==> src/rtl/bp_pkg.sv <==
// Shared encodings for the branch predictor: 2-bit counter states, indexing modes, PC word alignment.
package bp_pkg;

    localparam logic [1:0] CNT_SNT = 2'd0;
    localparam logic [1:0] CNT_WNT = 2'd1;
    localparam logic [1:0] CNT_WT  = 2'd2;
    localparam logic [1:0] CNT_ST  = 2'd3;

    localparam int unsigned MODE_BIMODAL = 0;
    localparam int unsigned MODE_GSHARE  = 1;

    localparam int unsigned PC_WORD_LSB = 2;

endpackage

==> src/rtl/bp_sat_counter2.sv <==
// Next-state function of a 2-bit saturating direction counter.
module bp_sat_counter2
    import bp_pkg::*;
(
    input  logic [1:0] cnt,
    input  logic       taken,
    output logic [1:0] next_cnt_c
);

    always_comb begin
        next_cnt_c = cnt;
        case (cnt)
            CNT_SNT: next_cnt_c = taken ? CNT_WNT : CNT_SNT;
            CNT_WNT: next_cnt_c = taken ? CNT_WT  : CNT_SNT;
            CNT_WT:  next_cnt_c = taken ? CNT_ST  : CNT_WNT;
            default: next_cnt_c = taken ? CNT_ST  : CNT_WT;
        endcase
    end

endmodule

==> src/rtl/branch_predictor_gshare_param.sv <==
// BTB + PHT next-PC predictor: combinational prediction at IF, synchronous resolution updates from EX.
module branch_predictor_gshare_param
    import bp_pkg::*;
#(
    parameter int unsigned BTB_IDX_BITS = 5,
    parameter int unsigned PHT_IDX_BITS = 6,
    parameter int unsigned HIST_BITS    = 6,
    parameter int unsigned MODE         = MODE_GSHARE,
    parameter logic [1:0]  INIT_CNT     = CNT_WT
)(
    input  logic                    clk,
    input  logic                    reset,
    input  logic [31:0]             current_pc,
    output logic [31:0]             predicted_next_pc,
    output logic                    predicted_taken,
    output logic [PHT_IDX_BITS-1:0] predict_pht_idx,
    input  logic                    update_valid,
    input  logic                    update_is_cond,
    input  logic [31:0]             update_pc,
    input  logic [31:0]             update_target,
    input  logic                    update_taken,
    input  logic [PHT_IDX_BITS-1:0] update_pht_idx,
    input  logic                    update_mispredict,
    output logic [31:0]             stat_updates,
    output logic [31:0]             stat_mispredicts
);

    localparam int unsigned BTB_N   = 1 << BTB_IDX_BITS;
    localparam int unsigned PHT_N   = 1 << PHT_IDX_BITS;
    localparam int unsigned TAG_LSB = BTB_IDX_BITS + PC_WORD_LSB;
    localparam int unsigned TAG_W   = 32 - TAG_LSB;

    logic [31:0]             btb_target [BTB_N];
    logic [TAG_W-1:0]        btb_tag    [BTB_N];
    logic [BTB_N-1:0]        btb_valid;
    logic [BTB_N-1:0]        btb_uncond;
    logic [1:0]              pht        [PHT_N];
    logic [HIST_BITS-1:0]    ghr;
    logic [HIST_BITS-1:0]    ghr_next;

    logic [BTB_IDX_BITS-1:0] pred_btb_idx;
    logic [BTB_IDX_BITS-1:0] upd_btb_idx;
    logic [TAG_W-1:0]        pred_tag;
    logic [TAG_W-1:0]        upd_tag;
    logic [PHT_IDX_BITS-1:0] pred_pc_bits;
    logic [PHT_IDX_BITS-1:0] hist_ext;
    logic                    hit;
    logic [1:0]              upd_cnt_next;
    logic [1:0]              unused_upd_pc_lsb;

    assign pred_btb_idx      = current_pc[PC_WORD_LSB +: BTB_IDX_BITS];
    assign pred_tag          = current_pc[31:TAG_LSB];
    assign upd_btb_idx       = update_pc[PC_WORD_LSB +: BTB_IDX_BITS];
    assign upd_tag           = update_pc[31:TAG_LSB];
    assign unused_upd_pc_lsb = update_pc[PC_WORD_LSB-1:0];

    // Prediction reads only current state, so a same-cycle update is seen one cycle later.
    assign pred_pc_bits    = current_pc[PC_WORD_LSB +: PHT_IDX_BITS];
    assign hist_ext        = PHT_IDX_BITS'(ghr);
    assign predict_pht_idx = (MODE == MODE_BIMODAL) ? pred_pc_bits : (pred_pc_bits ^ hist_ext);

    assign hit               = btb_valid[pred_btb_idx] && (btb_tag[pred_btb_idx] == pred_tag);
    assign predicted_taken   = hit && (btb_uncond[pred_btb_idx] || pht[predict_pht_idx][1]);
    assign predicted_next_pc = predicted_taken ? btb_target[pred_btb_idx] : (current_pc + 32'd4);

    bp_sat_counter2 u_sat_counter (
        .cnt        (pht[update_pht_idx]),
        .taken      (update_taken),
        .next_cnt_c (upd_cnt_next)
    );

    generate
        if (HIST_BITS == 1) begin : g_hist_one
            assign ghr_next = update_taken;
        end else begin : g_hist_shift
            assign ghr_next = {ghr[HIST_BITS-2:0], update_taken};
        end
    endgenerate

    // Reset wins over a same-cycle update; JAL updates leave PHT and history alone.
    always_ff @(posedge clk) begin
        if (reset) begin
            btb_valid        <= '0;
            btb_uncond       <= '0;
            ghr              <= '0;
            stat_updates     <= '0;
            stat_mispredicts <= '0;
            for (int i = 0; i < BTB_N; i++) begin
                btb_target[i] <= '0;
                btb_tag[i]    <= '0;
            end
            for (int i = 0; i < PHT_N; i++) begin
                pht[i] <= INIT_CNT;
            end
        end else if (update_valid) begin
            btb_valid[upd_btb_idx]  <= 1'b1;
            btb_uncond[upd_btb_idx] <= !update_is_cond;
            btb_target[upd_btb_idx] <= update_target;
            btb_tag[upd_btb_idx]    <= upd_tag;
            if (update_is_cond) begin
                pht[update_pht_idx] <= upd_cnt_next;
                ghr                 <= ghr_next;
            end
            if (stat_updates != '1) begin
                stat_updates <= stat_updates + 32'd1;
            end
            if (update_mispredict && (stat_mispredicts != '1)) begin
                stat_mispredicts <= stat_mispredicts + 32'd1;
            end
        end
    end

endmodule

==> config.mk <==
export PLATFORM = sky130hd
export DESIGN_NAME = branch_predictor_gshare_param
export DESIGN_NICKNAME = d
export VERILOG_FILES = /design/src/rtl/bp_pkg.sv /design/src/rtl/bp_sat_counter2.sv /design/src/rtl/branch_predictor_gshare_param.sv
export SDC_FILE = /design/constraint.sdc
export NUM_CORES = 2
export LEC_CHECK = 0
export BUFFER_PORTS_ARGS = -buffer_cell sky130_fd_sc_hd__buf_2
export CAP_MARGIN = 30
export CORE_MARGIN = 1.5
export CORE_UTILIZATION = 60
export CTS_CLUSTER_DIAMETER = 150
export CTS_CLUSTER_SIZE = 14
export DETAILED_ROUTE_END_ITERATION = 16
export HOLD_SLACK_MARGIN = 0.08
export PLACE_DENSITY = 0.77
export SKIP_LAST_GASP = 1
export SYNTH_ARGS = -nofsm -noshare
export SYNTH_HDL_FRONTEND = slang
export SYNTH_SLANG_ARGS = --single-unit
==> constraint.sdc <==
create_clock -name clk -period 6.7 [get_ports clk]
set_input_delay 0.67 -clock clk [delete_from_list [all_inputs] [get_ports clk]]
set_output_delay 0.67 -clock clk [all_outputs]
set_load 0.02 [all_outputs]
* Yosys cells after proc, flatten, opt, wreduce, memory -nomap -nowiden *
Memories as Yosys holds them, arrays and structs flattened.
Cells that the tools add are included.

word-level totals
  word-level logic and storage cells = 65
  memory bits (writable) = 1,952
  memories kept = 3
  output and inout port bits = 103
  register bits = 134

cells by class
  muxes and demuxes = 31
  reductions and logical operators = 13
  add/sub/neg operators = 3
  magnitude comparators = 3
  eq/ne operators = 5
  bitwise operators = 2

memory list
  name        depth  width  rd ports  clocked after Yosys merged registers in  wr ports  line                                 RTL
  btb_target  32     32     1         0                                        32        branch_predictor_gshare_param.sv:33  logic [31:0] btb_target [BTB_N];
  btb_tag     32     25     1         0                                        32        branch_predictor_gshare_param.sv:34  logic [TAG_W-1:0] btb_tag [BTB_N];
  pht         64     2      2         0                                        64        branch_predictor_gshare_param.sv:37  logic [1:0] pht [PHT_N];

operator list
  kind                     number
  $add A32 B1 Y32 const B  2
  $mux W32                 2
  $ne A32 B32 Y1 const B   2
  $add A32 B3 Y32 const B  1
  $bwmux W32               1
  $or A32 B32 Y32          1
  $reduce_or A32 Y1        1
  $eq A25 B25 Y1           1
  $mux W25                 1
  $reduce_or A25 Y1        1
  $mux W1                  17
  $lt A5 B6 Y1 const B     2
  $bmux W1 S5              2
  $mux W5                  2
  $mux W2                  3
  $mux W6                  1
  $pmux W2 S3              1
  $reduce_and A2 Y1        3
  $xor A6 B6 Y6            1
  $demux W1 S5             1
  $ge A5 B1 Y1 const B     1
  $logic_and A1 B1 Y1      4
  $eq A2 B1 Y1 const B     1
  $eq A2 B2 Y1 const B     1
  other kinds (4)          4

* Longest topological paths before layout *
  depth in word-level cells = 6
  depth in mapped cells = 19

* Modules after synthesis *
Synthesis repeated with hierarchy kept, for this count alone.

unflattened totals
  cells, all modules = 6,720
  area total of the unflattened synthesis = 96,769.1 µm²

by module, submodules not included
  module                         sequential area each (µm²)  cells each  instances  area an instance (µm²)
  branch_predictor_gshare_param  61,298.8                    6,717       1          96,742.8
  bp_sat_counter2                0.0                         3           1          26.3

* Worst setup path before layout *
Ideal clock, no wire load.

  kind = input -> output
  from = in current_pc[3]
  to = out predicted_next_pc[7]
  path slack = 2.127 ns
  arrival = 3.903 ns
  data required time = 6.030 ns
  path buffers = 4
  stages on the path = 13
  cells stage by stage = buf_4 -> buf_4 -> buf_2 -> buf_2 -> mux4_2 -> a21oi_1 -> nand2_1 -> a21o_1 -> a2111o_1 -> or4b_4 -> nor3_4 -> mux2i_1 -> a211oi_2

on the way
  cells in the longest elaborated chain, start to end = 5
  elaborated cells on any way between the ends = 14

RTL lines
  item                                                       line                                                                      RTL
  start, declared                                            branch_predictor_gshare_param.sv:13                                       input logic [31:0] current_pc,
  $mem_v2 Z32 W25 (tied with other cells)                    -
  $eq A25 B25 Y1 (tied with other cells)                     branch_predictor_gshare_param.sv:62                                       assign hit = btb_valid[pred_btb_idx] && (btb_tag[pred_btb_idx] == pred_tag);
  $logic_and A1 B1 Y1 or $logic_or A1 B1 Y1 (tied branches)  branch_predictor_gshare_param.sv:62, branch_predictor_gshare_param.sv:63
  $logic_and A1 B1 Y1 (*)                                    branch_predictor_gshare_param.sv:63                                       assign predicted_taken = hit && (btb_uncond[pred_btb_idx] || pht[predict_pht_idx][1]);
  net predicted_taken                                        branch_predictor_gshare_param.sv:15                                       output logic predicted_taken,
  $mux W32 (*)                                               branch_predictor_gshare_param.sv:64                                       assign predicted_next_pc = predicted_taken ? btb_target[pred_btb_idx] : (current_pc + 32'd4);
  end, declared                                              branch_predictor_gshare_param.sv:14                                       output logic [31:0] predicted_next_pc,

Mark *: on every way through the listed nets, which the timed path passes. The rest lies on a longest branch. The select of a mux whose other input is x is not followed.

* Worst setup path in the final report *
  from = in current_pc[2]
  to = out predicted_next_pc[0]

on the way
  cells in the longest elaborated chain, start to end = 5
  elaborated cells on any way between the ends = 13

RTL lines
  item                                                       line
  $mem_v2 Z32 W25 (tied with other cells)                    -
  $eq A25 B25 Y1 (tied with other cells)                     branch_predictor_gshare_param.sv:62
  $logic_and A1 B1 Y1 or $logic_or A1 B1 Y1 (tied branches)  branch_predictor_gshare_param.sv:62, branch_predictor_gshare_param.sv:63
  $logic_and A1 B1 Y1                                        branch_predictor_gshare_param.sv:63
  $mux W32 (*)                                               branch_predictor_gshare_param.sv:64

Mark *: on every way between the ends. The rest lies on a longest branch, timed or not. The select of a mux whose other input is x is not followed.

==> flow_summary.yaml <==
floorplanning:
  core_sq_um: 160000
  die_w_um: 404
  chipHeight_um: 404
  start_util: 0.603
  rows: 147
  ioPinCount: 211
  die_area_sq_um: 163000
clock_network:
  numCtsBuffers: 166
  postCtsSetupBuffers: 0
  h-tree-depth: 4
  postCtsHoldBufs: 0
  clock_latency_ps: 830
  post_cts_resized: 0
  cts_tree: "done"
  cts-root-buf: "clkbuf_16"
  cts.sink_count: 2086
  clk_path_buf_depth: 3
  path_clk_slew_ps: 60
grt:
  antenna_found_initial: 35
  grt_pass1_vias: 60200
  grt_max_degree: 214
  grt_usage: 0.352
  grt_overflow: 0
  grt_pass1_wl_mm: 415
synthesis:
  synth_nets: 6812
  synth_mux_area_frac: 0.134
  ys_warn_count: 0
  synth_compound_area_frac: 0.0318
  synth-async-reset-ratio: 0
  synthCells: 6701
  syn_avg_cell_area_sq_um: 14.4
  synth_top_family_by_area: "simple AND/OR/NAND/NOR gates"
  synth.distinct_cells: 69
  synth_seq_cells: 2086
  synth_xor_area_frac: 0.00979
  yosys-top-cells-area: "edfxtp_1 61%, and3_1 12%, mux4_2 11%, clkbuf_1 2.8%, dfxtp_1 2.8%"
  syn_area_sq_um: 96600
  synth-edff-count: 1952
  ys_seq_area_frac: 0.635
  synth-main-ff-cell: "edfxtp_1"
  yosys.area.top_type: "edfxtp_1"
  synth_top_area_frac: 0.607
  yosys.area_share.simple: 0.152
  synthAdderAreaFrac: 0.000596
sta:
  layout_setup_ws_ps: 692
  report.final.hold_viol_count: 0
  slew_viol_final: 95
  fmaxAchievable_mhz: 166
  finalSetupTns_ps: 0
  hold_slack_ps: 198
  rsz0062_at_grt: "no"
  setup_viol: 0
  skew_ps: 20.9
  layout_min_cycle_time_ps: 6010
  finalCritPeriodShare: 0.897
  timing_worst_slew_pin_value_ps: 1570
  max_slew_margin: -0.0491
drt:
  dr.pass1.iters: 8
  drtIter0Drc: 10500
  drc: 0
  totalWireLength_mm: 289
  dr_total_vias: 62300
  vias_per_cell: 7.21
  ant_nets: 0
  wl_per_cell_um: 33.4
cells_and_area:
  area_growth_syn_to_layout_pct: 7.34
  drive_above_1_share: 0.173
  instances_no_fill: 8638
  n_fill_cell: 11100
  final_util: 0.647
  fin_nets: 6519
power:
  p_per_area_nw_per_um2: 258
  total_leakage_power_nw: 40.9
  ir_drop_mv: 0.276
critical_path:
  cp.arrival_ps: 5340
  cp-start-kind: "input port"
  startpoint: "current_pc[2]"
  crit_type: "in2out"
  rrSetupSlack_ps: 3580
  end_kind: "output pin"
  r2r-start: "pht[24][0]$_SDFFCE_PN0P_"
  worstPathMaxFanout: 67
  worst_ep_required_time_ps: 6030
placement:
  place_congestion: 0.899
  place_ws_ps: 784
  post-place-cells: 8394
  io_buffers: 208
  dp_hpwl_mm: 156
run_status:
  status: "finished, violations left"
  violations: "slew limit"
worst_hold_path:
  min_path_type: "in2reg"
  worst_hold_startpoint: "update_taken"
flow_run:
  maxCapViolations: 0
metal layers:
| metal | global-route usage | wire length [um] |
|---|---|---|
| met1 | 0.476 | 98600 |
| met2 | 0.529 | 132000 |
| met3 | 0.116 | 45600 |
| met4 | 0.144 | 12700 |
| met5 | 0 | 223 |
cell usage after synthesis (8+ instances only):
cell type	number
a31oi_1	18
o21ai_0	83
buf_2	58
nor3_1	86
o32ai_1	23
nand3b_1	8
o221ai_1	32
mux4_2	472
or3_1	12
a22oi_1	85
nand2_1	202
o22ai_1	15
buf_1	23
clkbuf_1	729
and2_1	79
a221oi_1	15
buf_4	15
nor2_1	174
mux4_1	22
dfxtp_1	134
a21oi_1	71
xnor2_1	55
edfxtp_1	1952
xor2_1	53
inv_1	41
nor2b_1	13
nand4_1	45
buf_6	15
mux2i_1	161
nand3_1	70
a21o_1	13
a22o_1	40
and3_1	1782
a211oi_1	15
cell usage in the layout, fill, tap and decap left out, drive strengths merged, types with 13 or more instances in the layout:
| cell | count |
|---|---|
| a211oi | 16 |
| a21o | 13 |
| a21oi | 71 |
| a221oi | 15 |
| a22o | 40 |
| a22oi | 86 |
| a31oi | 18 |
| and2 | 79 |
| and3 | 1782 |
| buf | 384 |
| clkbuf | 203 |
| dfxtp | 134 |
| diode | 22 |
| edfxtp | 1952 |
| inv | 49 |
| mux2i | 161 |
| mux4 | 494 |
| nand2 | 202 |
| nand3 | 71 |
| nand4 | 45 |
| nor2 | 174 |
| nor2b | 13 |
| nor3 | 87 |
| o21ai | 84 |
| o221ai | 32 |
| o22ai | 16 |
| o32ai | 23 |
| xnor2 | 55 |
| xor2 | 53 |
final cells by class:
type,count,area (sq um),share of cell area
sequential,2086,61300,0.591
multi-input combinational,3728,32000,0.309
clock buffer,203,4340,0.0418
timing repair buffer,384,2910,0.0280
tap,2160,2700,0.0261
clock inverter,13,209,0.00202
inverter,42,168,0.00162
antenna,22,55.1,0.000531
final timing paths:
| check | endpoint | cells after the start |
|---|---|---|
| worst min-delay path | ghr[0]$_SDFFE_PP0P_ | 3 |
| worst max register to register | pht[11][1]$_SDFFCE_PN1P_ | 8 |
| worst max-delay path | predicted_next_pc[0] | 13 |
| worst min register to register | btb_uncond[21]$_SDFFE_PP0P_ | 2 |
through the flow:
stage	cell area (sq um)	power, mW
4_1_cts	104000	26.7
3_5_place_dp	99000	17.9
3_3_place_gp	98700	17.7
6_report	104000	26.8
2_1_floorplan	96600	16.8
5_1_grt	104000	27.3
flip-flops by register name, indices dropped and copies added (netlist names):
name              cells
btb_tag             800
btb_valid            32
ghr                   6
btb_target         1024
stat_mispredicts     32
stat_updates         32
pht                 128
btb_uncond           32
worst max-delay path: stages:
cell,delay [ps]
buf_8,510
buf_12,530
mux4_2,580
a211o_1,320
o22ai_1,210
xnor2_1,140
nor4_1,450
nand4_1,250
and4bb_2,630
buf_4,310
nor2_1,60
a31oi_1,230
buf_2,220
power by group:
| part | switching, mW | internal, mW |
|---|---|---|
| sequential | 0.180 | 14.9 |
| clock | 4.56 | 4.55 |
| combinational | 1.77 | 0.844 |
cell families after synthesis:
logic type / count (synthesis)
compound gates: 441
simple gates: 2512
buf+inv: 887
mux: 662
xor+xnor: 108
fa+ha+maj: 5
flops: 2086
No activity file was read; power rests on OpenSTA's default activity.
